**config.mk**
```make
export PLATFORM = sky130hd
export DESIGN_NAME = servo_motion_sequencer
export DESIGN_NICKNAME = d
export VERILOG_FILES = /design/src/rtl/servo_pkg.sv /design/src/rtl/servo_motion_sequencer_stepper.sv /design/src/rtl/servo_motion_sequencer.sv
export SDC_FILE = /design/constraint.sdc
export NUM_CORES = 1
export LEC_CHECK = 0
export ABC_CLOCK_PERIOD_IN_PS = 8100
export CORE_MARGIN = 3
export CORE_UTILIZATION = 56
export CTS_CLUSTER_SIZE = 10
export DETAILED_ROUTE_END_ITERATION = 8
export GPL_TIMING_DRIVEN = 0
export PLACE_DENSITY = 0.76
export REMOVE_ABC_BUFFERS = 1
export SLEW_MARGIN = 30
export SYNTH_ARGS = -nofsm -noshare
export SYNTH_HDL_FRONTEND = slang
export SYNTH_SLANG_ARGS = --single-unit
```
**constraint.sdc**
```tcl
create_clock -name clk -period 8.1 [get_ports clk]
set_clock_uncertainty 0.15 [all_clocks]
set_input_delay 2.43 -clock clk [delete_from_list [all_inputs] [get_ports clk]]
set_output_delay 2.43 -clock clk [all_outputs]
set_load 0.01 [all_outputs]
```
**src/rtl/servo_pkg.sv**
```systemverilog
// Shared types and constants for the servo motion sequencer
// and the PWM generator it feeds.
package servo_pkg;

  typedef logic [7:0] angle_t;
  typedef logic [1:0] chan_t;

  typedef enum logic [1:0] {
    IDLE,
    UPDATE,
    PULSE
  } seq_state_t;

  localparam int MAX_DEG_C      = 180;
  localparam int FRAME_CYCLES_C = 1000000;

  // Generator pulse widths at 50 MHz: 1.0 ms .. 2.0 ms
  localparam int PWM_MIN_CYCLES_C = 50000;
  localparam int PWM_MAX_CYCLES_C = 100000;

endpackage

```
**src/rtl/servo_motion_sequencer_stepper.sv**
```systemverilog
// One rate-limited step of a channel's current angle toward its target.
// Pure combinational; never overshoots the target.
module angle_stepper
  import servo_pkg::*;
#(
  parameter int STEP_DEG = 2
) (
  input  logic [7:0] cur,
  input  logic [7:0] tgt,
  output logic [7:0] nxt
);

  logic [8:0] c9;
  logic [8:0] t9;
  logic [8:0] s9;
  logic [8:0] d9;

  always_comb begin
    c9  = {1'b0, cur};
    t9  = {1'b0, tgt};
    s9  = 9'(STEP_DEG);
    d9  = '0;
    nxt = cur;
    if (t9 > c9) begin
      d9  = t9 - c9;
      nxt = angle_t'(c9 + ((d9 < s9) ? d9 : s9));
    end else if (c9 > t9) begin
      d9  = c9 - t9;
      nxt = angle_t'(c9 - ((d9 < s9) ? d9 : s9));
    end
  end

endmodule

```
**src/rtl/servo_motion_sequencer.sv**
```systemverilog
// Frame-paced, rate-limited angle sequencer in front of the
// four-channel servo PWM generator.
module servo_motion_sequencer
  import servo_pkg::*;
#(
  parameter int FRAME_CYCLES = FRAME_CYCLES_C,
  parameter int STEP_DEG     = 2,
  parameter int MAX_DEG      = MAX_DEG_C,
  parameter int HOME_DEG     = 90
) (
  input  logic       clk,
  input  logic       rst,
  input  logic       cmd_valid,
  output logic       cmd_ready,
  input  logic [1:0] cmd_chan,
  input  logic [7:0] cmd_angle,
  output logic [7:0] angle1,
  output logic [7:0] angle2,
  output logic [7:0] angle3,
  output logic [7:0] angle4,
  output logic       nextangle,
  output logic       frame_tick,
  output logic       moving,
  output logic       settled
);

  localparam int CW = $clog2(FRAME_CYCLES);
  localparam logic [CW-1:0] LAST = CW'(FRAME_CYCLES - 1);
  localparam angle_t MAX_A  = angle_t'(MAX_DEG);
  localparam angle_t HOME_A = angle_t'(HOME_DEG);

  logic [CW-1:0] cnt;
  seq_state_t    state;
  seq_state_t    state_d;
  chan_t         idx;
  angle_t        cur [4];
  angle_t        tgt [4];
  angle_t        tgt_w [4];
  angle_t        cmd_clamped;
  angle_t        step_nxt;
  logic          init_load;
  logic          fire;
  logic          pending;

  assign frame_tick  = (cnt == LAST);
  assign cmd_ready   = (state == IDLE) && !rst;
  assign fire        = cmd_valid && cmd_ready;
  assign cmd_clamped = (cmd_angle > MAX_A) ? MAX_A : cmd_angle;
  assign settled     = !moving && !init_load && (state == IDLE);

  // Targets as they will be after this cycle's write, so a write
  // landing on the frame tick still starts that frame's update.
  always_comb begin
    pending = 1'b0;
    for (int i = 0; i < 4; i++) begin
      tgt_w[i] = (fire && cmd_chan == chan_t'(i)) ? cmd_clamped : tgt[i];
      pending  = pending | (cur[i] != tgt_w[i]);
    end
  end

  angle_stepper #(
    .STEP_DEG(STEP_DEG)
  ) u_step (
    .cur(cur[idx]),
    .tgt(tgt[idx]),
    .nxt(step_nxt)
  );

  always_comb begin
    state_d = state;
    unique case (state)
      IDLE:    if (frame_tick && (pending || init_load)) state_d = UPDATE;
      UPDATE:  if (idx == 2'd3) state_d = PULSE;
      PULSE:   state_d = IDLE;
      default: state_d = IDLE;
    endcase
  end

  always_ff @(posedge clk) begin
    if (rst) begin
      cnt       <= '0;
      state     <= IDLE;
      idx       <= '0;
      init_load <= 1'b1;
      nextangle <= 1'b0;
      moving    <= 1'b0;
      angle1    <= HOME_A;
      angle2    <= HOME_A;
      angle3    <= HOME_A;
      angle4    <= HOME_A;
      for (int i = 0; i < 4; i++) begin
        cur[i] <= HOME_A;
        tgt[i] <= HOME_A;
      end
    end else begin
      cnt       <= frame_tick ? '0 : cnt + 1'b1;
      state     <= state_d;
      moving    <= pending;
      nextangle <= (state == PULSE);
      if (fire) tgt[cmd_chan] <= cmd_clamped;
      if (state == UPDATE) begin
        cur[idx] <= step_nxt;
        idx      <= idx + 1'b1;
        // Last channel's step goes straight to the output bus so
        // all four angles settle a full clock before the strobe.
        if (idx == 2'd3) begin
          angle1 <= cur[0];
          angle2 <= cur[1];
          angle3 <= cur[2];
          angle4 <= step_nxt;
        end
      end
      if (state == PULSE) init_load <= 1'b0;
    end
  end

endmodule

```
# Word-level counts from Yosys, hierarchy flattened
# Memories as Yosys holds them, arrays and structs flattened. A register that Yosys moved wholly into a read port is not among the register bits.
# Index checks and enable logic that the tools add are counted.
# totals
regBits	59
ram_bits	64
input_bits	13
output_inout_bits	37
wordCells	89
memories	2
# classes
addsub	6
magnitude_cmp	5
eq_ne	13
n_mux	30
bitwise	3
reduce_logical	20
# mem_list
memory	words	word_bits	read_ports	rd_clocked_by_memory_dff	wr	line_no	source
cur	4	8	5	1	4	servo_motion_sequencer.sv:36	angle_t cur [4];
tgt	4	8	5	1	4	servo_motion_sequencer.sv:37	angle_t tgt [4];
# op_table
cell	n
2-to-1 mux 8 bit	11
inequality test 8 bit	4
adder 20 x 1 -> 20 bit, second input constant	1
equality test 20 bit, second input constant	1
less-than comparator 9 x 2 -> 1 bit, second input constant	2
subtractor 8 x 8 -> 9 bit	2
> comparator 8 bit	2
2-to-1 mux 2 bit	8
OR reduction 8 bit	2
2-to-1 mux 1 bit	10
logical AND 1 bit	9
adder 8 bit	1
equality test 2 bit, second input constant	4
> comparator 8 bit, second input constant	1
subtractor 8 bit	1
equality test 2 x 1 -> 1 bit, second input constant	2
zero test 2 bit	2
one-hot mux 2 bit (2 select lines)	1
AND reduction 2 bit	2
zero test 1 bit	3
OR 1 bit	3
adder 2 x 1 -> 2 bit, second input constant	1
inequality test 2 x 1 -> 1 bit, second input constant	1
inequality test 2 bit, second input constant	1
other kinds (2)	2

# Longest topological paths before layout
# Gate-level depths: netlist (run 1).
# logic_depth
word_depth	13
ltp_mapped	22

# By module
# A second synthesis (run 1) with hierarchy kept.
# unflattened
cells_unflattened	835
area_unflattened_um2	7759.9
# modules_own_cells
module	n_inst	cells_per_inst	area_per_inst_um2	seq_area_each_um2
servo_motion_sequencer	1	603	6068.3	3143.0
angle_stepper	1	232	1691.6	0.0

# Worst setup path before layout (run 1)
# Ideal clock, no wire load.
# synth_timing
path_type	register to register
startpoint	register (tool-made name)
endpoint	memory cur[0][5] in the netlist's numbering (data pin)
arrival_time_ns	5.094
required_ns	7.681
slack_ns	2.587
stages_incl_launch_ff	22
path_buffers	2
period_less_slack_ns	5.513
path_cell_list	dfxtp_1 > buf_2 > buf_1 > mux4_2 > inv_1 > ha_1 > inv_1 > fa_1 > a21o_1 > a21o_1 > or3b_2 > a22oi_1 > nand3_1 > ha_1 > a21oi_1 > nor3b_1 > nor3_1 > a221oi_1 > a41oi_1 > o2bb2a_1 > a21oi_1 > nor3_1
# synth_lines
element	line_no
to (decl)	servo_motion_sequencer.sv:36

==> reports/metrics.cfg, run 1 <==
[drt]
wirelength_met1_um = 8350
num_vias = 6489
drtIter0Drc = 656
avgViaCountPerCell = 6.16
dr_wl_met3_um = 1170
highest_layer = met4
ant_nets = 0
wirelength_um = 20400
drc_errors = 0
wl_met2_um = 10200
first_pass_iters = 5
wl_per_cell_um = 19.4

[worst_hold_path]
hp-class = flop to flop
worstHoldPathCells = 2

[sta]
max_freq_mhz = 156
grt_setup_unrepaired = no
hold_viol = 0
setup_tns_ns = 0
drv_slew = 0
fin_crit_sh_pct = 79.3
postLayoutSetupSlackWorst_ns = 1.67
worstMarginPinSlew_ns = 0.978
min_period_ns = 6.43
setup-violations-final = 0
relSlewSlack_pct = 34.1

[status]
status = finished, final reports clean

[die]
die_area_um2 = 15100
die_x_um = 123
row_count = 42
ios = 50
die_h_um = 123
core_area_um2 = 13300
start_util_pct = 57.5

[grt]
grt_pass1_vias = 6366
grt_overflow = 0
grt_pass1_wl_um = 32100
grt_start_max_net_pins = 36
grt_usage_pct = 27.7
antenna_found_initial = 0

[place]
pre_cts_ws_ns = 1.81
placed_area_um2 = 8270
port_buffers = 49
dp_hpwl_um = 15100
globalplace.congestion = 0.916

[power]
p_per_area_nw_per_um2 = 180
power_mw = 1.59
power.leakage_nw = 3.23
vdd_drop_max_v = 0.000136

[worst_setup_path]
max_stage_delay_ns = 0.88
crit_path_end_kind = flop
crit_family = compound AO/OA/AOI/OAI gates
critical_path_buf_inv_count = 1
cp.arrival_ns = 6.41
cp_common_cell = a21oi_1
slowest_stage = dfxtp_1
worstPathCellList = mux2_2, o21ai_0, inv_1, ha_1, a21oi_1, o21ai_0, or3b_2, a22oi_1, nand3_1, ha_1, a21oi_1, nor3b_1, nor3_1, a221oi_1, a41oi_1, o2bb2a_1, a21oi_1, nor3_1
cp.required_ns = 8.09
worstPathMaxFanout = 17
cp_num_cells = 18
reg2reg_depth = 18
start_kind = flop
crit_type = flop to flop

[yosys]
yosysWarnings = 0
synth_top_area_cell = edfxtp_1
synth_area_per_cell_um2 = 9.30
netlist_instances = 822
yosys-top-cells-area = edfxtp_1 25%, dfxtp_1 16%, nand2_1 5.7%
synthDistinctLibCells = 74
synth_top_area_share_pct = 25.2
synth_ff_type = edfxtp_1
ys_seq_elements = 125
seq_area_frac_synth_pct = 41.1
mappedNetlistArea_um2 = 7640
synth_edf_count = 64
async_flop_share_pct = 0

[finish]
multi_input_area_um2 = 4240
drive_gt1_share_pct = 7.64
n_fill_cell = 1056
final_design_area_no_fill_um2 = 8830
fin_util_pct = 66.4
regArea_um2 = 3140
layout_common_cells = 116 x nand2_1, 80 x nor2_1, 64 x edfxtp_1
finalNetCount = 911
synthToLayoutAreaGrowth_pct = 15.5
final_common_cell = nand2_1
num_antenna_cells = 0

[cts]
post_cts_buffers = 0
cts_sinks = 125
hold_buffers = 0
root_buffer = clkbuf_16
numCtsBuffers = 17
path_clk_slew_ns = 0.06
clk_latency_ns = 0.42
max-clock-path-buffers = 2
cts_tree = yes
post_cts_resized = 0
cts-htree-levels = 4

[flow_run]
cap_violations = 0

-- power by group --
part / internal [mW] / leakage (nW) / total [mW] / switching [mW]
logic: 0.0697 / 1.91 / 0.192 / 0.122
registers: 0.677 / 1.06 / 0.687 / 0.0100
clock network: 0.401 / 0.264 / 0.707 / 0.306
-- layout make-up --
type | count | area share [%]
Clock buffer | 17 | 4.82
Clock inverter | 15 | 1.47
Inverter | 35 | 1.49
Multi-Input combinational cell | 633 | 48.1
Sequential cell | 125 | 35.6
Tap cell | 176 | 2.49
Timing Repair Buffer | 52 | 6.02
-- state kept, by name, indices dropped and copies added, names as in the netlist, named ones only --
signal	flops
angle1	8
angle2	8
angle3	8
angle4	8
cnt	20
cur	32
idx	2
init_load	1
moving	1
nextangle	1
state	2
tgt	32
-- cell usage after synthesis (10+ instances only) --
master,number
nand2b_1,14
inv_1,35
a21o_1,10
dfxtp_1,61
ha_1,30
nand3b_1,18
mux2i_1,24
edfxtp_1,64
nor4_1,11
mux4_2,15
clkbuf_1,30
nand3_1,31
nor2_1,80
a21oi_1,48
o21ai_0,25
xor2_1,26
nand2_1,117
xnor2_1,24
nor3_1,22
nand4_1,10
-- worst paths after layout --
kind	endpoint	startpoint	slack, ns
hold reg to reg	angle2[7]$_SDFFE_PP0P_	angle2[7]$_SDFFE_PP0P_	0.31
hold / removal	angle2[7]$_SDFFE_PP0P_	angle2[7]$_SDFFE_PP0P_	0.31
setup / recovery	cur[1][5]$_SDFFCE_PN0P_	flop	1.67
setup reg to reg	cur[1][5]$_SDFFCE_PN0P_	flop	1.67
-- worst register-to-register path, cell delays in order (launching register included) --
cell      delay, ns
dfxtp_1        0.88
mux2_2         0.42
o21ai_0        0.46
inv_1          0.21
ha_1           0.54
a21oi_1        0.10
o21ai_0        0.20
or3b_2         0.47
a22oi_1        0.27
nand3_1        0.26
ha_1           0.26
a21oi_1        0.25
nor3b_1        0.37
nor3_1         0.08
a221oi_1       0.21
a41oi_1        0.07
o2bb2a_1       0.33
a21oi_1        0.50
nor3_1         0.13
-- routing by layer --
layer  vias up  GRT usage (%)
li1       3041              -
met1      3129           35.2
met2       264           46.6
met3        55           4.61
met4         0           12.5
met5         -              0
-- kinds of logic after synthesis --
| family | synth area share [%] |
|---|---|
| XOR/XNOR | 5.73 |
| AND/OR/NAND/NOR | 23.1 |
| multiplexers | 7.91 |
| flip-flops | 41.1 |
| other | 0.0983 |
| AO/OA/AOI/OAI | 12.3 |
| buffers and inverters | 3.80 |
| adder cells (fa/ha/maj) | 5.96 |
-- through the flow --
step                      hold slack, ns  cells
after detailed placement           0.301   1021
after CTS                          0.309   1053
final                              0.306   1053
after global routing               0.337   1053
after global placement             0.287   1018
after floorplan                    0.280    793
No activity file was read; power rests on OpenSTA's default activity.
==> run 2, diff against run 1 <==
--- a/config.mk
+++ b/config.mk
@@ -5,7 +5,7 @@
 export SDC_FILE = /design/constraint.sdc
 export NUM_CORES = 1
 export LEC_CHECK = 0
-export ABC_CLOCK_PERIOD_IN_PS = 8100
+export ABC_CLOCK_PERIOD_IN_PS = 6300
 export CORE_MARGIN = 3
 export CORE_UTILIZATION = 56
 export CTS_CLUSTER_SIZE = 10
==> constraint.sdc (replaced) <==
create_clock -name clk -period 6.3 [get_ports clk]
set_clock_uncertainty 0.15 [all_clocks]
set_input_delay 1.89 -clock clk [delete_from_list [all_inputs] [get_ports clk]]
set_output_delay 1.89 -clock clk [all_outputs]
set_load 0.01 [all_outputs]
==> reports/metrics.cfg, run 2 (synthesis gave the netlist of run 1 again) <==
[status]
status = finished, final reports clean

[finish]
stdcell_count = 1053  ; unchanged
multi_input_area_um2 = 4250  ; about the same
layout_common_cells = 116 x nand2_1, 80 x nor2_1, 64 x edfxtp_1
regArea_um2 = 3150  ; +0.12%
synthToLayoutAreaGrowth_pct = 15.6  ; about the same
n_fill_cell = 1053  ; -0.28%
final_common_cell = nand2_1
drive_gt1_share_pct = 7.87  ; +0.23 points
num_antenna_cells = 0  ; unchanged
final_design_area_no_fill_um2 = 8830  ; about the same
top_regs = cur: 32 flops, tgt: 32 flops, cnt: 20 flops
finalNetCount = 911  ; unchanged

[flow_run]
cap_violations = 0  ; unchanged

[sta]
relSlewSlack_pct = 34.0  ; -0.12 points
worstMarginPinSlew_ns = 0.979  ; +0.00177 ns
drv_slew = 0  ; unchanged
max_freq_mhz = 168  ; +8.2%
min_period_ns = 5.94  ; -0.489 ns
fin_crit_sh_pct = 94.3  ; +15 points
postLayoutSetupSlackWorst_ns = 0.362  ; -1.31 ns
setup-violations-final = 0  ; unchanged
hold_viol = 0  ; unchanged
grt_setup_unrepaired = no

[worst_setup_path]
worstPathMaxFanout = 17  ; unchanged
reg2reg_depth = 18  ; unchanged
cp.arrival_ns = 5.93  ; -0.48 ns
cp.required_ns = 6.29  ; -1.80 ns
max_stage_delay_ns = 0.62  ; -0.26 ns
crit_type = flop to flop
critical_path_buf_inv_count = 1  ; unchanged
cp_num_cells = 18  ; unchanged
worstPathCellList = mux2_2, o21ai_1, inv_1, ha_1, a21oi_1, o21ai_0, or3b_2, a22oi_1, nand3_1, ha_1, a21oi_1, nor3b_1, nor3b_1, o21ai_0, nand2b_1, a211o_1, o211ai_1, nor2_1
crit_family = compound AO/OA/AOI/OAI gates
start_kind = flop
crit_path_end_kind = flop
slowest_stage = dfxtp_2

[place]
port_buffers = 49  ; unchanged
post-place-cells = 1021  ; unchanged
placed_area_um2 = 8270  ; unchanged
globalplace.congestion = 0.916  ; unchanged
dp_hpwl_um = 15100  ; unchanged
pre_cts_ws_ns = 0.0232  ; -1.79 ns

[cts]
cts_sinks = 125  ; unchanged
cts-htree-levels = 4  ; unchanged
numCtsBuffers = 17  ; unchanged
cts_tree = yes
max-clock-path-buffers = 2  ; unchanged
path_clk_slew_ns = 0.06  ; about the same
hold_buffers = 0  ; unchanged
clk_latency_ns = 0.41  ; about the same
root_buffer = clkbuf_16

[drt]
wl_per_cell_um = 19.3  ; -0.18%
wirelength_um = 20300  ; -0.18%
drc_errors = 0  ; unchanged
ant_nets = 0  ; unchanged
num_vias = 6481  ; -0.12%
first_pass_iters = 5  ; unchanged
drtIter0Drc = 640  ; -2.4%
avgViaCountPerCell = 6.15  ; -0.12%

[grt]
grt_pass1_wl_um = 32100  ; unchanged
grt_usage_pct = 27.7  ; unchanged
antenna_found_initial = 0  ; unchanged
grt_overflow = 0  ; unchanged
grt_pass1_vias = 6366  ; unchanged
grt_start_max_net_pins = 36  ; unchanged

[worst_hold_path]
hp-class = flop to flop
hold_start = angle2[7]$_SDFFE_PP0P_
worstHoldPathCells = 2  ; unchanged

[power]
p_per_area_nw_per_um2 = 231  ; +29%
vdd_drop_max_v = 0.000174  ; +29%
power.leakage_nw = 3.23  ; about the same

[die]
ios = 50  ; unchanged
die_area_um2 = 15100  ; unchanged
row_count = 42  ; unchanged
die_h_um = 123  ; unchanged
start_util_pct = 57.5  ; unchanged
die_x_um = 123  ; unchanged
core_area_um2 = 13300  ; unchanged

-- run 2: cell types whose count changed in the layout (fill, tap and decap cells not counted) --
cell / delta
a21oi_1: -1
o21ai_1: +1
dfxtp_4: +1
dfxtp_1: -1
o21ai_0: -1
a21oi_2: +1
-- run 2: worst paths after layout --
kind	slack (ns)	endpoint
max reg2reg	0.36	cur[1][7]$_SDFFCE_PN0P_
max	0.36	cur[1][7]$_SDFFCE_PN0P_
min	0.31	angle2[7]$_SDFFE_PP0P_
min reg2reg	0.31	angle2[7]$_SDFFE_PP0P_
-- run 2: per-stage QoR --
stage	power (mW)	utilization [%]	TNS [ns]	hold WS, ns
after global routing	2.11	66.5	0	0.337
after global placement	1.13	61.8	-1.28	0.287
after CTS	2.04	66.4	0	0.309
after floorplan	1.06	-	0	0.280
after detailed placement	1.14	62.2	0	0.301
final	2.04	66.5	0	0.306
-- run 2: cell type report --
cell class	count	area share, %
Inverter	35	1.49
Tap cell	176	2.49
Multi-Input combinational cell	633	48.1
Clock inverter	15	1.47
Sequential cell	125	35.6
Clock buffer	17	4.82
Timing Repair Buffer	52	6.02
-- run 2: what timing repair did --
item                       in CTS  in global routing
gates resized for setup         1                  3
setup buffers                   0                  0
setup endpoints to repair       4                 15
gates cloned                    0                  0
-- run 2: power breakdown --
group          internal, mW  switching (mW)
Sequential            0.870          0.0128
Clock                 0.516           0.395
Combinational        0.0899           0.156
-- run 2: layer usage --
metal | wire length [µm] | vias up | GRT usage, %
met4 | 736 | 0 | 12.5
met2 | 10100 | 285 | 46.6
met1 | 8300 | 3096 | 35.2
met5 | 0 | - | 0
li1 | - | 3038 | -
met3 | 1240 | 62 | 4.61
-- run 2: worst reg2reg max path, cell delays in order (launching register included) --
cell      delay [ns]
dfxtp_2         0.62
mux2_2          0.40
o21ai_1         0.32
inv_1           0.18
ha_1            0.53
a21oi_1         0.10
o21ai_0         0.24
or3b_2          0.47
a22oi_1         0.26
nand3_1         0.26
ha_1            0.25
a21oi_1         0.24
nor3b_1         0.37
nor3b_1         0.09
o21ai_0         0.18
nand2b_1        0.10
a211o_1         0.29
o211ai_1        0.51
nor2_1          0.10
==> edit, RTL diff (config.mk and constraints of run 2) <==
Reset style: asynchronous (`rst`), changed in one clocked block.
--- a/src/rtl/servo_motion_sequencer.sv
+++ b/src/rtl/servo_motion_sequencer.sv
@@ -76,7 +76,7 @@
     endcase
   end
 
-  always_ff @(posedge clk) begin
+  always_ff @(posedge clk or posedge rst) begin
     if (rst) begin
       cnt       <= '0;
       state     <= IDLE;
Behaviour: differs if rst is asserted again (counterexample within 4 cycles, from zero or initial values and one cycle with rst high); with rst held inactive, the same outputs for 10 cycles.
==> edit against run 2 <==
Final area is 0.38% lower. Routed wire length is 2.6% higher. Non-clock buffer count is 2 lower. Highest routed layer unchanged. Worst setup slack better by 0.16 ns. Synthesized area is 0.85% lower. Sequential cell count is 10 lower. Global-route usage is 1.5 points higher.
Power is not compared: it rests on default switching activity, and its combinational part moved more than twofold at a synthesized area within 25%.
==> edit: results (changes against run 2) <==
| Metric | Value |
|---|---|
| Status | complete, no violations |
| Via count | 6359 (-1.9%) |
| Total Routing Usage GR | 0.292 (+0.0151) |
| FF/Latch Area | 2940 um^2 (-6.6%) |
| WHS | 0.318 ns (+0.0119 ns) |
| Commonest cells post-synth | 90 x nand2_1, 70 x dfrtp_1, 66 x o21ai_0 |
| Inst Count DP | 984 (-3.6%) |
| Min-Delay Startpoint | cnt[4] |
| CP max FO | 20 (+3) |
| Drt pass-1 iters | 6 (+1) |
| Ys async rst share | 1.00 (+1.00) |
| Synth area leaders | dfrtp_1 23%, dfstp_2 16%, ha_1 5.5% |
| Sequential cell count | 115 (-8.0%) |
| Area grow syn2layout | 16.2% |
| Reg2reg path depth | 17 (-1) |
| Signal inverters | 44 (+26%) |
| Hold path depth | 1 (-1) |
| GR Util met1 | 0.382 (+0.0299) |
| Dpl hpwl | 15200 um (+0.51%) |
| Crit share post-route | 0.917 (-0.0255) |
| Buffering overhead | 0.0589 (-0.00133) |
| Worst reg-to-reg setup slack | 0.52 ns (+0.16 ns) |
| Relative slew slack | 0.323 (-0.0171) |
| Vias per cell | 6.26 (+1.7%) |
| Largest registers | tgt: 32 flops, cur: 31 flops, cnt: 20 flops |
| Met2 Use GR | 0.497 (+0.0311) |
| Pre-CTS WS | 0.418 ns (+0.395 ns) |
[edit: cell types whose count changed after synthesis, moves of 19 or more]
cell	delta
nor2_1	-42
o21ai_0	+41
mux2i_1	-19
mux2_2	+27
edfxtp_1	-64
dfstp_2	+45
dfxtp_1	-61
nand2_1	-27
dfrtp_1	+70
[edit: cell families (layout without fill, tap and decap cells)]
group                    Yosys count  in the layout  synth area share
XOR/XNOR                          45             45            0.0520
AO/OA/AOI/OAI                    213            213             0.179
adder cells (fa/ha/maj)           37             37            0.0651
buffers and inverters             82            126            0.0469
multiplexers                      50             50            0.0963
AND/OR/NAND/NOR                  248            248             0.173
other                              2             10          0.000991
flip-flops                       115            115             0.387
[edit: per-layer routing]
| metal | up-vias | wire length (um) |
|---|---|---|
| met5 | - | 0 |
| met4 | 0 | 404 |
| met3 | 34 | 1130 |
| met2 | 214 | 10400 |
| met1 | 3171 | 8950 |
| li1 | 2940 | - |
